File: src/rtl/spi_responder_pkg.sv
// Shared definitions for the SPI register responder: FSM states, instruction fields, W codes.
// Latency: none (definitions only).
// Backpressure: none (definitions only).
package spi_responder_pkg;

   typedef enum logic [2:0] {
      ST_IDLE  = 3'd0,
      ST_INSTR = 3'd1,
      ST_WDATA = 3'd2,
      ST_RDATA = 3'd3,
      ST_DONE  = 3'd4
   } state_t;

   // Instruction word layout: R/Wb, W1:W0, A12:A0, sent MSB first
   localparam int RW_BIT   = 15;
   localparam int W_MSB    = 14;
   localparam int W_LSB    = 13;
   localparam int ADDR_MSB = 12;

   // W code meaning "keep transferring bytes until csb rises"
   localparam logic [1:0] W_STREAM = 2'b11;

   // Bit-counter values at which the last rising edge of a field is seen
   localparam logic [3:0] INSTR_LAST_BIT = 4'd15;
   localparam logic [3:0] BYTE_LAST_BIT  = 4'd7;

   // Number of data bytes for a fixed-length frame (W=0..2 -> 1..3)
   function automatic logic [1:0] bytes_for_w(input logic [1:0] w);
      return w + 2'd1;
   endfunction

endpackage

File: src/rtl/spi_sync_edge.sv
// Multi-flop synchronizer with selectable reset value and single-clk rise/fall pulses.
// Latency: o_q follows i_d after STAGES clk; edge pulses are usable on clk STAGES+1.
// Backpressure: none; free-running sampler.
module spi_sync_edge #(
   parameter int   STAGES  = 2,
   parameter logic RST_VAL = 1'b0
) (
   input  logic i_clk,
   input  logic i_reset,
   input  logic i_d,
   output logic o_q,
   output logic o_rise,
   output logic o_fall
);

   logic [STAGES-1:0] r_sync;
   logic              r_q_d;

   // Shift the asynchronous input through the chain and keep one delayed copy for edge detection
   always_ff @(posedge i_clk or negedge i_reset) begin
      if (!i_reset) begin
         r_sync <= {STAGES{RST_VAL}};
         r_q_d  <= RST_VAL;
      end else begin
         r_sync <= {r_sync[STAGES-2:0], i_d};
         r_q_d  <= r_sync[STAGES-1];
      end
   end

   assign o_q    = r_sync[STAGES-1];
   assign o_rise = r_sync[STAGES-1] & ~r_q_d;
   assign o_fall = ~r_sync[STAGES-1] & r_q_d;

endmodule

File: src/rtl/spi_responder.sv
// 3-wire SPI target bridging 16-bit instruction + data-byte frames onto a parallel register port.
// Latency: sclk/csb edges act SYNC_STAGES+1 clk after the pin; reg_wr/reg_rd fire 1 clk after the deciding edge.
// Backpressure: none; reg_rdata must be valid the clk after reg_rd, clk must be >= 8x sclk.
module spi_responder
   import spi_responder_pkg::*;
#(
   parameter int ADDR_W      = 13,
   parameter int SYNC_STAGES = 2
) (
   input  logic              i_clk,
   input  logic              i_reset,
   input  logic              i_sclk,
   input  logic              i_csb,
   input  logic              i_sdio,
   output logic              o_sdio,
   output logic              o_sdio_oe,
   output logic [ADDR_W-1:0] o_reg_addr,
   output logic [7:0]        o_reg_wdata,
   output logic              o_reg_wr,
   output logic              o_reg_rd,
   input  logic [7:0]        i_reg_rdata,
   output logic              o_busy,
   output logic              o_frame_err
);

   logic w_sclk_rise, w_sclk_fall, w_sclk_lvl;
   logic w_csb_rise, w_csb_fall, w_csb_lvl;
   logic w_sdio, w_sdio_rise, w_sdio_fall;
   logic w_unused;

   // csb resets to 0 so a csb already low when reset ends never looks like a frame start
   spi_sync_edge #(.STAGES(SYNC_STAGES), .RST_VAL(1'b0)) u_sync_sclk (
      .i_clk(i_clk), .i_reset(i_reset), .i_d(i_sclk),
      .o_q(w_sclk_lvl), .o_rise(w_sclk_rise), .o_fall(w_sclk_fall));

   spi_sync_edge #(.STAGES(SYNC_STAGES), .RST_VAL(1'b0)) u_sync_csb (
      .i_clk(i_clk), .i_reset(i_reset), .i_d(i_csb),
      .o_q(w_csb_lvl), .o_rise(w_csb_rise), .o_fall(w_csb_fall));

   // sdio shares the sclk delay, so its synchronized value lines up with the sclk rise pulse
   spi_sync_edge #(.STAGES(SYNC_STAGES), .RST_VAL(1'b0)) u_sync_sdio (
      .i_clk(i_clk), .i_reset(i_reset), .i_d(i_sdio),
      .o_q(w_sdio), .o_rise(w_sdio_rise), .o_fall(w_sdio_fall));

   assign w_unused = ^{w_sclk_lvl, w_csb_lvl, w_sdio_rise, w_sdio_fall};

   state_t            r_state, w_state_nxt;
   logic [3:0]        r_bit_cnt;
   logic [14:0]       r_shift;
   logic [1:0]        r_w;
   logic [1:0]        r_bytes_left;
   logic [ADDR_W-1:0] r_addr;
   logic [7:0]        r_wdata;
   logic              r_wr, r_rd, r_load, r_last;
   logic              r_sdio, r_sdio_oe, r_frame_err;
   logic              w_busy;

   logic [15:0] w_instr;
   logic        w_in_frame, w_abort, w_instr_done, w_byte_done, w_more;

   // Shift register plus the bit arriving now: the full instruction on its 16th edge, the byte on its 8th
   assign w_instr      = {r_shift, w_sdio};
   assign w_in_frame   = (r_state == ST_INSTR) || (r_state == ST_WDATA) || (r_state == ST_RDATA);
   assign w_abort      = w_in_frame && (r_bit_cnt != 4'd0);
   assign w_instr_done = (r_state == ST_INSTR) && w_sclk_rise && !w_csb_rise &&
                         (r_bit_cnt == INSTR_LAST_BIT);
   assign w_byte_done  = ((r_state == ST_WDATA) || (r_state == ST_RDATA)) && w_sclk_rise &&
                         !w_csb_rise && (r_bit_cnt == BYTE_LAST_BIT);
   assign w_more       = (r_w == W_STREAM) || (r_bytes_left != 2'd1);

   // State register
   always_ff @(posedge i_clk or negedge i_reset) begin
      if (!i_reset) r_state <= ST_IDLE;
      else          r_state <= w_state_nxt;
   end

   // Next-state: csb rising always wins, otherwise advance on completed fields
   always_comb begin
      w_state_nxt = r_state;
      if ((r_state != ST_IDLE) && w_csb_rise) begin
         w_state_nxt = ST_IDLE;
      end else begin
         case (r_state)
            ST_IDLE:  if (w_csb_fall) w_state_nxt = ST_INSTR;
            ST_INSTR: if (w_instr_done) w_state_nxt = w_instr[RW_BIT] ? ST_RDATA : ST_WDATA;
            ST_WDATA: if (w_byte_done && !w_more) w_state_nxt = ST_DONE;
            ST_RDATA: if (w_sclk_fall && r_last) w_state_nxt = ST_DONE;
            default:  w_state_nxt = r_state;
         endcase
      end
   end

   // Output decode from state
   always_comb begin
      w_busy = (r_state != ST_IDLE);
   end

   // Datapath: shifting, address/byte bookkeeping, strobes and sdio drive
   always_ff @(posedge i_clk or negedge i_reset) begin
      if (!i_reset) begin
         r_bit_cnt    <= 4'd0;
         r_shift      <= 15'd0;
         r_w          <= 2'd0;
         r_bytes_left <= 2'd0;
         r_addr       <= '0;
         r_wdata      <= 8'd0;
         r_wr         <= 1'b0;
         r_rd         <= 1'b0;
         r_load       <= 1'b0;
         r_last       <= 1'b0;
         r_sdio       <= 1'b0;
         r_sdio_oe    <= 1'b0;
         r_frame_err  <= 1'b0;
      end else begin
         r_wr        <= 1'b0;
         r_rd        <= 1'b0;
         r_frame_err <= 1'b0;
         r_load      <= r_rd;
         // A write strobe has used the current address; step to the next one afterwards
         if (r_wr) r_addr <= r_addr - ADDR_W'(1);

         if ((r_state != ST_IDLE) && w_csb_rise) begin
            r_frame_err <= w_abort;
            r_bit_cnt   <= 4'd0;
            r_sdio_oe   <= 1'b0;
            r_sdio      <= 1'b0;
            r_last      <= 1'b0;
         end else begin
            case (r_state)
               ST_IDLE: begin
                  if (w_csb_fall) begin
                     r_bit_cnt <= 4'd0;
                     r_last    <= 1'b0;
                  end
               end
               ST_INSTR: begin
                  if (w_sclk_rise) begin
                     r_shift   <= w_instr[14:0];
                     r_bit_cnt <= r_bit_cnt + 4'd1;
                     if (r_bit_cnt == INSTR_LAST_BIT) begin
                        r_addr       <= w_instr[ADDR_W-1:0];
                        r_w          <= w_instr[W_MSB:W_LSB];
                        r_bytes_left <= bytes_for_w(w_instr[W_MSB:W_LSB]);
                        r_rd         <= w_instr[RW_BIT];
                     end
                  end
               end
               ST_WDATA: begin
                  if (w_sclk_rise) begin
                     r_shift <= w_instr[14:0];
                     if (r_bit_cnt == BYTE_LAST_BIT) begin
                        r_bit_cnt    <= 4'd0;
                        r_wdata      <= w_instr[7:0];
                        r_wr         <= 1'b1;
                        r_bytes_left <= r_bytes_left - 2'd1;
                     end else begin
                        r_bit_cnt <= r_bit_cnt + 4'd1;
                     end
                  end
               end
               ST_RDATA: begin
                  if (w_sclk_fall) begin
                     if (r_last) begin
                        r_sdio_oe <= 1'b0;
                        r_sdio    <= 1'b0;
                     end else begin
                        r_sdio_oe <= 1'b1;
                        r_sdio    <= r_shift[7];
                        r_shift   <= {r_shift[13:0], 1'b0};
                     end
                  end
                  if (w_sclk_rise) begin
                     if (r_bit_cnt == BYTE_LAST_BIT) begin
                        r_bit_cnt    <= 4'd0;
                        r_addr       <= r_addr - ADDR_W'(1);
                        r_bytes_left <= r_bytes_left - 2'd1;
                        if (w_more) r_rd   <= 1'b1;
                        else        r_last <= 1'b1;
                     end else begin
                        r_bit_cnt <= r_bit_cnt + 4'd1;
                     end
                  end
               end
               default: begin
                  r_bit_cnt <= r_bit_cnt;
               end
            endcase
         end

         // Read data lands one clk after the reg_rd strobe, well before the next sclk fall
         if (r_load) r_shift <= {7'd0, i_reg_rdata};
      end
   end

   assign o_sdio      = r_sdio;
   assign o_sdio_oe   = r_sdio_oe;
   assign o_reg_addr  = r_addr;
   assign o_reg_wdata = r_wdata;
   assign o_reg_wr    = r_wr;
   assign o_reg_rd    = r_rd;
   assign o_busy      = w_busy;
   assign o_frame_err = r_frame_err;

endmodule

File: config.mk
export PLATFORM = sky130hd
export DESIGN_NAME = spi_responder
export DESIGN_NICKNAME = d
export VERILOG_FILES = /design/src/rtl/spi_responder_pkg.sv /design/src/rtl/spi_sync_edge.sv /design/src/rtl/spi_responder.sv
export SDC_FILE = /design/constraint.sdc
export NUM_CORES = 1
export LEC_CHECK = 0
export BUFFER_PORTS_ARGS = -buffer_cell sky130_fd_sc_hd__buf_2
export CAP_MARGIN = 20
export CORE_UTILIZATION = 45
export CTS_CLUSTER_SIZE = 16
export DETAILED_ROUTE_END_ITERATION = 10
export HOLD_SLACK_MARGIN = 0.06
export SETUP_SLACK_MARGIN = 0.5
export SYNTH_ARGS = -nofsm -noshare
export SYNTH_HDL_FRONTEND = slang
export SYNTH_HIERARCHICAL = 1
export SYNTH_SLANG_ARGS = --single-unit
File: constraint.sdc
create_clock -name i_clk -period 3 [get_ports i_clk]
set_clock_uncertainty 0.1 [all_clocks]
set_input_delay 0.15 -clock i_clk [delete_from_list [all_inputs] [get_ports i_clk]]
set_output_delay 0.15 -clock i_clk [all_outputs]
set_load 0.05 [all_outputs]
==> out/qor.yml <==
post-route-util_pct: 55.5
grt_antenna_before_repair: 0
ctsRootBufferMaster: "clkbuf_8"
worstPathRequired_ns: 3.15
die-area_um2: 7870
whs_path_depth: 0
worst-setup-path-type: "reg -> reg"
rsz0062_at_grt: "yes"
p_total_mw: 2.60
cts_setup_buffers: 0
drive_gt1_share_pct: 25.3
run_status: "finished clean"
num_vias: 2688
hold_viol_final: 0
finalMaxSlewViolations: 0
drtAntennaViolNets: 0
placed_cell_area_um2: 3670
clock-sinks: 62
hp-class: "reg -> reg"
cts.path.max_buffers: 2
fin_crit_sh_pct: 81.6
p_leak_nw: 1.93
dp_cells: 462
p_per_area_nw_per_um2: 646
die_x_um: 88.7
setup_viol: 0
grt.total_usage_pct: 23.1
fin_crit_ns: 2.45
stdcell_count: 490
ys_warn_count: 6
post-route-cell-area_um2: 4030
fp-row-count: 31
timing.hold.ws_ns: 0.253
synth.avg_cell_area_um2: 10.2
io_pins: 40
vdd_drop_max_uv: 269
maxCapViolations: 0
drt_wl_total_mm: 8.18
wl_per_cell_um: 16.7
cts_tree: "yes"
drt-pass1-iter-count: 4
num_antenna_cells: 0
clock_latency_ns: 0.36
clk_pin_slew_ns: 0.08
drc: 0
grt_pass1_vias: 2563
drtIter0Drc: 234
crit_arrival_ns: 2.59
die_y_um: 88.7
netlist_area_um2: 3380
critPathLaunchType: "register"
syn_inst: 332
viasPerCell: 5.49
grt_max_degree: 34
setup.worst_path.end_class: "register"
dp_slack_ns: 0.587
worstRegToRegCells: 5
start_util_pct: 46.6
crit_fanout: 11
htree_levels: 3
core_area_um2: 7250
grt-ovfl-total: 0
relSlewSlack_pct: 50.1
setup_ws_ns: 0.553
finalSetupTns_ns: 0
syn_nets: 349
nets: 403
gp_congestion: 0.874
area_growth_pct: 19.1
worst_pin_slew_ns: 0.746
max_freq_ghz: 0.409
cts_buffers: 9
dp_hpwl_mm: 5.71
numPortBuffers: 39
grt_pass1_wl_mm: 13.3
-- cells in the final DEF, fill, tap and decap left out, drive strengths merged, types with 4 or more instances in the layout --
master and n:
nor4 5, nand2 27, mux2 26, mux2i 9, o22ai 6, nor3 7
nor2b 5, nor2 29, nand2b 4, xnor2 10, dfrtp 62, a31oi 4
dlygate4sd3 12, o21ai 25, a22oi 5, clkbuf 9, and2b 4, nand3 8
buf 47, a21oi 11, xor2 5, inv 14, a22o 5, ha 4
-- flip-flops by register name, indices dropped and copies added (netlist names) --
signal,count
r_w,2
r_shift,15
r_bit_cnt,4
r_bytes_left,2
o_reg_addr,13
o_reg_rd,1
o_sdio,1
o_reg_wr,1
u_sync_sdio/r_sync,2
u_sync_csb/r_q_d,1
o_sdio_oe,1
r_load,1
r_state,3
u_sync_sclk/r_q_d,1
r_last,1
u_sync_csb/r_sync,2
o_reg_wdata,8
u_sync_sclk/r_sync,2
o_frame_err,1
-- what timing repair did --
| item | in CTS | in global routing |
|---|---|---|
| hold buffers | 12 | 0 |
| hold endpoints to repair | 40 | 0 |
| endpoints found under the setup margin | 0 | 3 |
| gates resized for setup | 0 | 2 |
-- power by group --
part / switching [mW] / internal [mW]
Sequential: 0.152 / 0.938
Combinational: 0.374 / 0.284
Clock: 0.376 / 0.479
-- per-layer routing --
| metal | vias up | share of wire (%) | global-route usage (%) |
|---|---|---|---|
| met4 | 0 | 1.8 | 6.89 |
| met5 | - | 0 | 0 |
| met3 | 10 | 3.8 | 6.81 |
| li1 | 1312 | - | - |
| met1 | 1313 | 48 | 32.6 |
| met2 | 53 | 46 | 34.3 |
-- worst max-delay path: stages (launching register included) --
cell and delay (ns):
dfrtp_1 0.35, nor2b_1 0.61, and4bb_1 0.33, a211oi_1 0.39
o21a_1 0.22, mux2_2 0.33
-- path summary, 6_finish.rpt --
kind	startpoint	slack, ns	to
hold / removal	u_sync_csb/r_sync[0]	0.25	u_sync_csb/r_sync[1]
setup reg to reg	u_sync_csb/r_sync[1]	0.55	r_state[1]
setup / recovery	u_sync_csb/r_sync[1]	0.55	r_state[1]
hold reg to reg	u_sync_csb/r_sync[0]	0.25	u_sync_csb/r_sync[1]
max in group asynchronous	i_reset	1.66	r_shift[4]
min in group asynchronous	i_reset	0.26	o_frame_err
-- cell type report --
type                       count  area (um^2)
timing repair buffer          59          375
fill                         651         3220
tap                           99          124
inverter                      11         41.3
multi-input combinational    243         1710
clock inverter                 7          104
clock buffer                   9          124
sequential                    62         1550
Power figures use the tool's default switching activity.
